<file path="config.mk">
export PLATFORM = sky130hd
export DESIGN_NAME = clk_gate_ctrl
export DESIGN_NICKNAME = d
export VERILOG_FILES = /design/src/rtl/clk_gate_pkg.sv /design/src/rtl/cg_down_counter.sv /design/src/rtl/clk_gate_ctrl.sv
export SDC_FILE = /design/constraint.sdc
export NUM_CORES = 1
export LEC_CHECK = 0
export BUFFER_PORTS_ARGS = -buffer_cell sky130_fd_sc_hd__buf_4
export CORE_UTILIZATION = 50
export DETAILED_ROUTE_END_ITERATION = 8
export PLACE_DENSITY = 0.77
export RECOVER_POWER = 50
export SLEW_MARGIN = 20
export SYNTH_ARGS = -nofsm -noshare
export SYNTH_HDL_FRONTEND = slang
export SYNTH_SLANG_ARGS = --single-unit
</file>
<file path="constraint.sdc">
create_clock -name clk -period 2.4 [get_ports clk]
set_input_delay 0.48 -clock clk [delete_from_list [all_inputs] [get_ports clk]]
set_output_delay 0.48 -clock clk [all_outputs]
set_load 0.05 [all_outputs]
</file>
<file path="src/rtl/clk_gate_pkg.sv">
// Shared types and widths for the clock-gate enable controller.
package clk_gate_pkg;

  localparam int WAKE_W = 4;
  localparam int IDLE_W = 8;

  typedef enum logic [1:0] {
    OFF  = 2'd0,
    WAKE = 2'd1,
    ON   = 2'd2,
    IDLE = 2'd3
  } cg_state_t;

endpackage

</file>
<file path="src/rtl/cg_down_counter.sv">
// Loadable down counter with zero flag; the decrement is ignored at zero,
// so the count never wraps.
module cg_down_counter #(
  parameter int W = 4
) (
  input  logic         clk,
  input  logic         rst,
  input  logic         load,
  input  logic [W-1:0] load_val,
  input  logic         dec,
  output logic         zero
);

  logic [W-1:0] count;

  always_ff @(posedge clk) begin
    if (rst) begin
      count <= '0;
    end else if (load) begin
      count <= load_val;
    end else if (dec && (count != '0)) begin
      count <= count - W'(1);
    end
  end

  assign zero = (count == '0);

endmodule

</file>
<file path="src/rtl/clk_gate_ctrl.sv">
// Clock-gate enable controller: OFF -> WAKE -> ON -> IDLE -> OFF.
// A request from OFF is granted WAKE_CYCLES+1 cycles after it is sampled; from IDLE, after 1 cycle.
module clk_gate_ctrl
  import clk_gate_pkg::*;
#(
  parameter int NUM_REQ     = 4,
  parameter int WAKE_CYCLES = 2,
  parameter int IDLE_CYCLES = 8
) (
  input  logic               clk,
  input  logic               rst,
  input  logic [NUM_REQ-1:0] req,
  input  logic               force_on,
  output logic               gate_en,
  output logic [NUM_REQ-1:0] gnt,
  output logic               busy
);

  localparam logic [WAKE_W-1:0] WAKE_LOAD = WAKE_W'(WAKE_CYCLES - 1);
  localparam logic [IDLE_W-1:0] IDLE_LOAD = IDLE_W'(IDLE_CYCLES - 1);

  cg_state_t state, next_state;
  logic      any_req;
  logic      wake_zero, idle_zero;
  logic      wake_load, wake_dec, idle_load, idle_dec;

  assign any_req = (|req) | force_on;

  always_ff @(posedge clk) begin
    if (rst) begin
      state <= OFF;
    end else begin
      state <= next_state;
    end
  end

  always_comb begin
    next_state = state;
    case (state)
      OFF:     if (any_req) next_state = WAKE;
      WAKE:    if (wake_zero) next_state = ON;
      ON:      if (!any_req) next_state = IDLE;
      IDLE: begin
        if (any_req) begin
          next_state = ON;
        end else if (idle_zero) begin
          next_state = OFF;
        end
      end
      default: next_state = OFF;
    endcase
  end

  always_comb begin
    gnt  = '0;
    busy = (state != OFF);
    if (state == ON) begin
      gnt = req;
    end
  end

  // Registered from next_state so the clock-gate cell never sees an input glitch.
  always_ff @(posedge clk) begin
    if (rst) begin
      gate_en <= 1'b0;
    end else begin
      gate_en <= (next_state != OFF);
    end
  end

  assign wake_load = (state == OFF) && any_req;
  assign wake_dec  = (state == WAKE);
  assign idle_load = (state == ON) && !any_req;
  assign idle_dec  = (state == IDLE) && !any_req;

  cg_down_counter #(.W(WAKE_W)) u_wake_cnt (
    .clk      (clk),
    .rst      (rst),
    .load     (wake_load),
    .load_val (WAKE_LOAD),
    .dec      (wake_dec),
    .zero     (wake_zero)
  );

  cg_down_counter #(.W(IDLE_W)) u_idle_cnt (
    .clk      (clk),
    .rst      (rst),
    .load     (idle_load),
    .load_val (IDLE_LOAD),
    .dec      (idle_dec),
    .zero     (idle_zero)
  );

endmodule

</file>
==> results.md <==
- Reg-to-reg setup timing slack: 0.36 ns
- DRT iter0 DRCs: 14
- FF-to-FF path depth: 5
- Diode count: 0
- Routed length per instance: 12.23 um
- VDD IR max: 0.0002858 V
- CP endpoint kind: register
- Filler cells: 151
- WHS Path Cells: 2
- Worst hold path class: in2reg
- Power density over the cells: 619.2 nW/um^2
- Clock power share: 25.4%
- Placed wire-length estimate: 1.133 mm
- Finished Layout Cells: 122
- CP Launch Type: primary input
- R2R Path Start: u_idle_cnt.count[3]$_SDFFE_PP0P_
- Max FO, Critical Path: 5
- Hold Path Sink: u_idle_cnt.count[1]$_SDFFE_PP0P_
- Routed WL: 1.492 mm
- # hold bufs at CTS: 0
- CP Cell Sequence: clkbuf_4 -> or4_1 -> nor3_4 -> nand3_1 -> or3_2 -> a21oi_1
- Clock skew: 0.003353 ns
- Avg Cell Area, Syn: 8.758 sq um
- Register area: 300.3 sq um
- Number of H-tree levels: 1
- CP max stage delay: 0.59 ns
- NetSw: 0.1819 mW
- CTS root buffer: clkbuf_4
- Largest net degree at the start of global routing: 11
- Clock sinks: 15
- Via count: 675
- Global-route wire length before repair: 2.587 mm
- Hold Violations, Final: 0
- Port bufs: 12
- Worst reg2reg endpoint: u_idle_cnt.count[3]$_SDFFE_PP0P_
- Combinational family with the most area after synthesis: simple AND/OR/NAND/NOR gates
- MaxCap Viol Count: 0
- Yosys reg bits: 15
- Post-Synth Adder-Cell Area: 4.658%
- Syn nets: 102
- I/O Pins: 13
- Initial antenna violation count: 0
- Distinct cells, synth: 33
- Overflow after GRT: 0
- Drt pass-1 iters: 4
- Share of layout cells above drive strength 1: 16.04%
- DRC: 0
- Die height: 42.15 um
- Period minus WS final: 2.061 ns
- Area grow syn2layout: 11.80%
- Maximum clock path buffer count: 2
- ANT nets after route: 0
- Mux cell area share after synthesis: 0%
- Post-Synth XOR/XNOR Area: 6.522%
- Compound-Gate Fraction of Synth Area: 13.20%
- GP Congestion: 0.7792
- CP Data Required Time: 2.61 ns
- CTS resizes: 0
- Slew Viols, Final: 0
- Status: finished clean
- Die W: 42.15 um
- Core ar.: 1506 sq um
- Leak: 0.3388 nW
- Setup TNS: 0 ns
- Combinational Power Share: 25.3%
- Max Freq: 0.4853 GHz
- Syn Std Cell Area: 805.8 sq um
- Critical path's slowest cell: or4_1
- Slew of the pin with the lowest slew margin: 0.6089 ns
- Seq/Total Area, Yosys: 37.27%
- # Post-CTS Setup Buffers: 0
- Latest clock arrival within the worst-skew pair: 0.27 ns
- Clk slew on worst S/H paths: 0.09 ns
- Die ar.: 1776 sq um
- Multi-input logic area: 471.7 sq um
- DP Cell Count: 118
- RSZ-0062 raised after global routing: false
- Int Pwr: 0.3759 mW
- CTS buffer count: 3
- Arrival @ worst endpoint: 2.27 ns
- Sw frac: 32.61%
- Reg power frac: 49.3%
- Worst hold start: rst
- Slew HR: 59.58%
- Vias per std cell: 5.533
- Setup violations, final: 0
- Synth Area in Simple Gates: 34.63%
- CTS tree: yes
- Crit path kind: in2reg
- Mapped Cells: 92
- Total track usage: 19.31%
- Layout Nets: 117
- Initial Util: 53.49%
- Std-Cell Rows: 14
- Vias in the first global route: 611
- Fin crit share: 85.86%
- Yosys Warn Count: 0
==> sequential cells by signal, summed over array words and instances (netlist names) <==
signal and count:
u_idle_cnt.count 8, u_wake_cnt.count 4, state 2, gate_en 1
==> power groups by stage <==
stage	registers, mW	logic, mW	clock network, mW
finish	0.275	0.141	0.142
detailed placement	0.281	0.152	0
floorplan	0.281	0.111	0
global placement	0.281	0.150	0
global route	0.278	0.156	0.159
CTS	0.275	0.152	0.148
==> per-stage QoR <==
stage / power [mW] / utilization, % / area (sq um) / setup slack, ns / hold slack (ns)
floorplan: 0.3922 / - / 805.8 / 0.3614 / 0.4577
global placement: 0.4308 / 59.80 / 900.9 / 0.1822 / 0.4786
detailed placement: 0.4327 / 59.80 / 900.9 / 0.1025 / 0.4913
CTS: 0.5755 / 61.54 / 927.1 / 0.3830 / 0.4280
global route: 0.5939 / 59.80 / 900.9 / 0.2679 / 0.4336
finish: 0.5578 / 59.80 / 900.9 / 0.3393 / 0.4342
==> layout by cell type, fill, tap and decap left out, types with 4 or more instances in the layout <==
cell type  instances
clkbuf_1           7
inv_1              4
nor2_1             6
and2_1             4
dfxtp_1           15
a21oi_1            9
buf_4              5
nand2_1            8
clkbuf_4           4
==> area by class of cell <==
class | count | area share, %
repair buffers | 12 | 7.500
flip-flops and latches | 15 | 33.33
clock buffers | 4 | 2.917
well taps | 16 | 2.222
multi-input cells | 71 | 52.36
inverters | 4 | 1.667
==> synthesized netlist by cell type <==
library cell / number / area share (%)
buf_1: 1 / 0.47
and2_1: 4 / 3.1
nor4_1: 3 / 2.3
buf_6: 1 / 1.4
or4b_4: 1 / 1.7
or2_2: 2 / 1.6
o211ai_1: 1 / 0.93
nand4b_1: 1 / 1.1
inv_1: 4 / 1.9
or4_4: 2 / 2.8
xor2_1: 3 / 3.3
a311oi_2: 1 / 1.9
a211oi_1: 1 / 0.93
nand3_1: 2 / 1.2
o21ai_0: 3 / 1.9
or3_2: 1 / 0.93
nand2b_1: 3 / 2.3
nor2b_1: 3 / 2.3
nand4_1: 1 / 0.78
nor3b_1: 2 / 1.9
ha_1: 3 / 4.7
nor3_1: 1 / 0.62
a41oi_1: 1 / 1.1
nand2_2: 1 / 0.78
and3_1: 1 / 0.78
xnor2_1: 3 / 3.3
nand2_1: 8 / 3.7
dfxtp_1: 15 / 37
nor2_1: 6 / 2.8
nor3_4: 1 / 2.0
or4_1: 2 / 1.9
a21oi_1: 9 / 5.6
o31ai_1: 1 / 0.93
==> logic make-up after synthesis <==
group,Yosys count
AO/OA/AOI/OAI,17
XOR/XNOR,6
adder cells (fa/ha/maj),3
buffers and inverters,6
flip-flops,15
AND/OR/NAND/NOR,45
==> critical path: cells and delay by family <==
family | cells | cell delay [ns]
and+or+nand+nor | 4 | 1.51
AOI/OAI and AO/OA | 1 | 0.16
buffers and inverters | 1 | 0.12
==> how the worst max path moves through the flow <==
stage,from,end,slack [ns],depth (start not counted)
2_1_floorplan,req[0],u_idle_cnt.count[7]$_SDFFE_PP0P_,0.36,5
3_3_place_gp,req[0],u_idle_cnt.count[7]$_SDFFE_PP0P_,0.18,6
3_5_place_dp,req[0],u_idle_cnt.count[7]$_SDFFE_PP0P_,0.10,6
4_1_cts,u_idle_cnt.count[3]$_SDFFE_PP0P_,u_idle_cnt.count[3]$_SDFFE_PP0P_,0.38,5
5_1_grt,req[0],u_idle_cnt.count[7]$_SDFFE_PP0P_,0.27,6
6_report,req[0],u_idle_cnt.count[7]$_SDFFE_PP0P_,0.34,6
==> metal layers <==
metal | up-vias | routed length [um] | GRT usage [%]
met4 | 0 | 19 | 9.375
met5 | - | 0 | 0
li1 | 355 | - | -
met1 | 314 | 747 | 26.23
met2 | 4 | 699 | 29.38
met3 | 2 | 26 | 3.879
(Power assumes the default switching activity.)
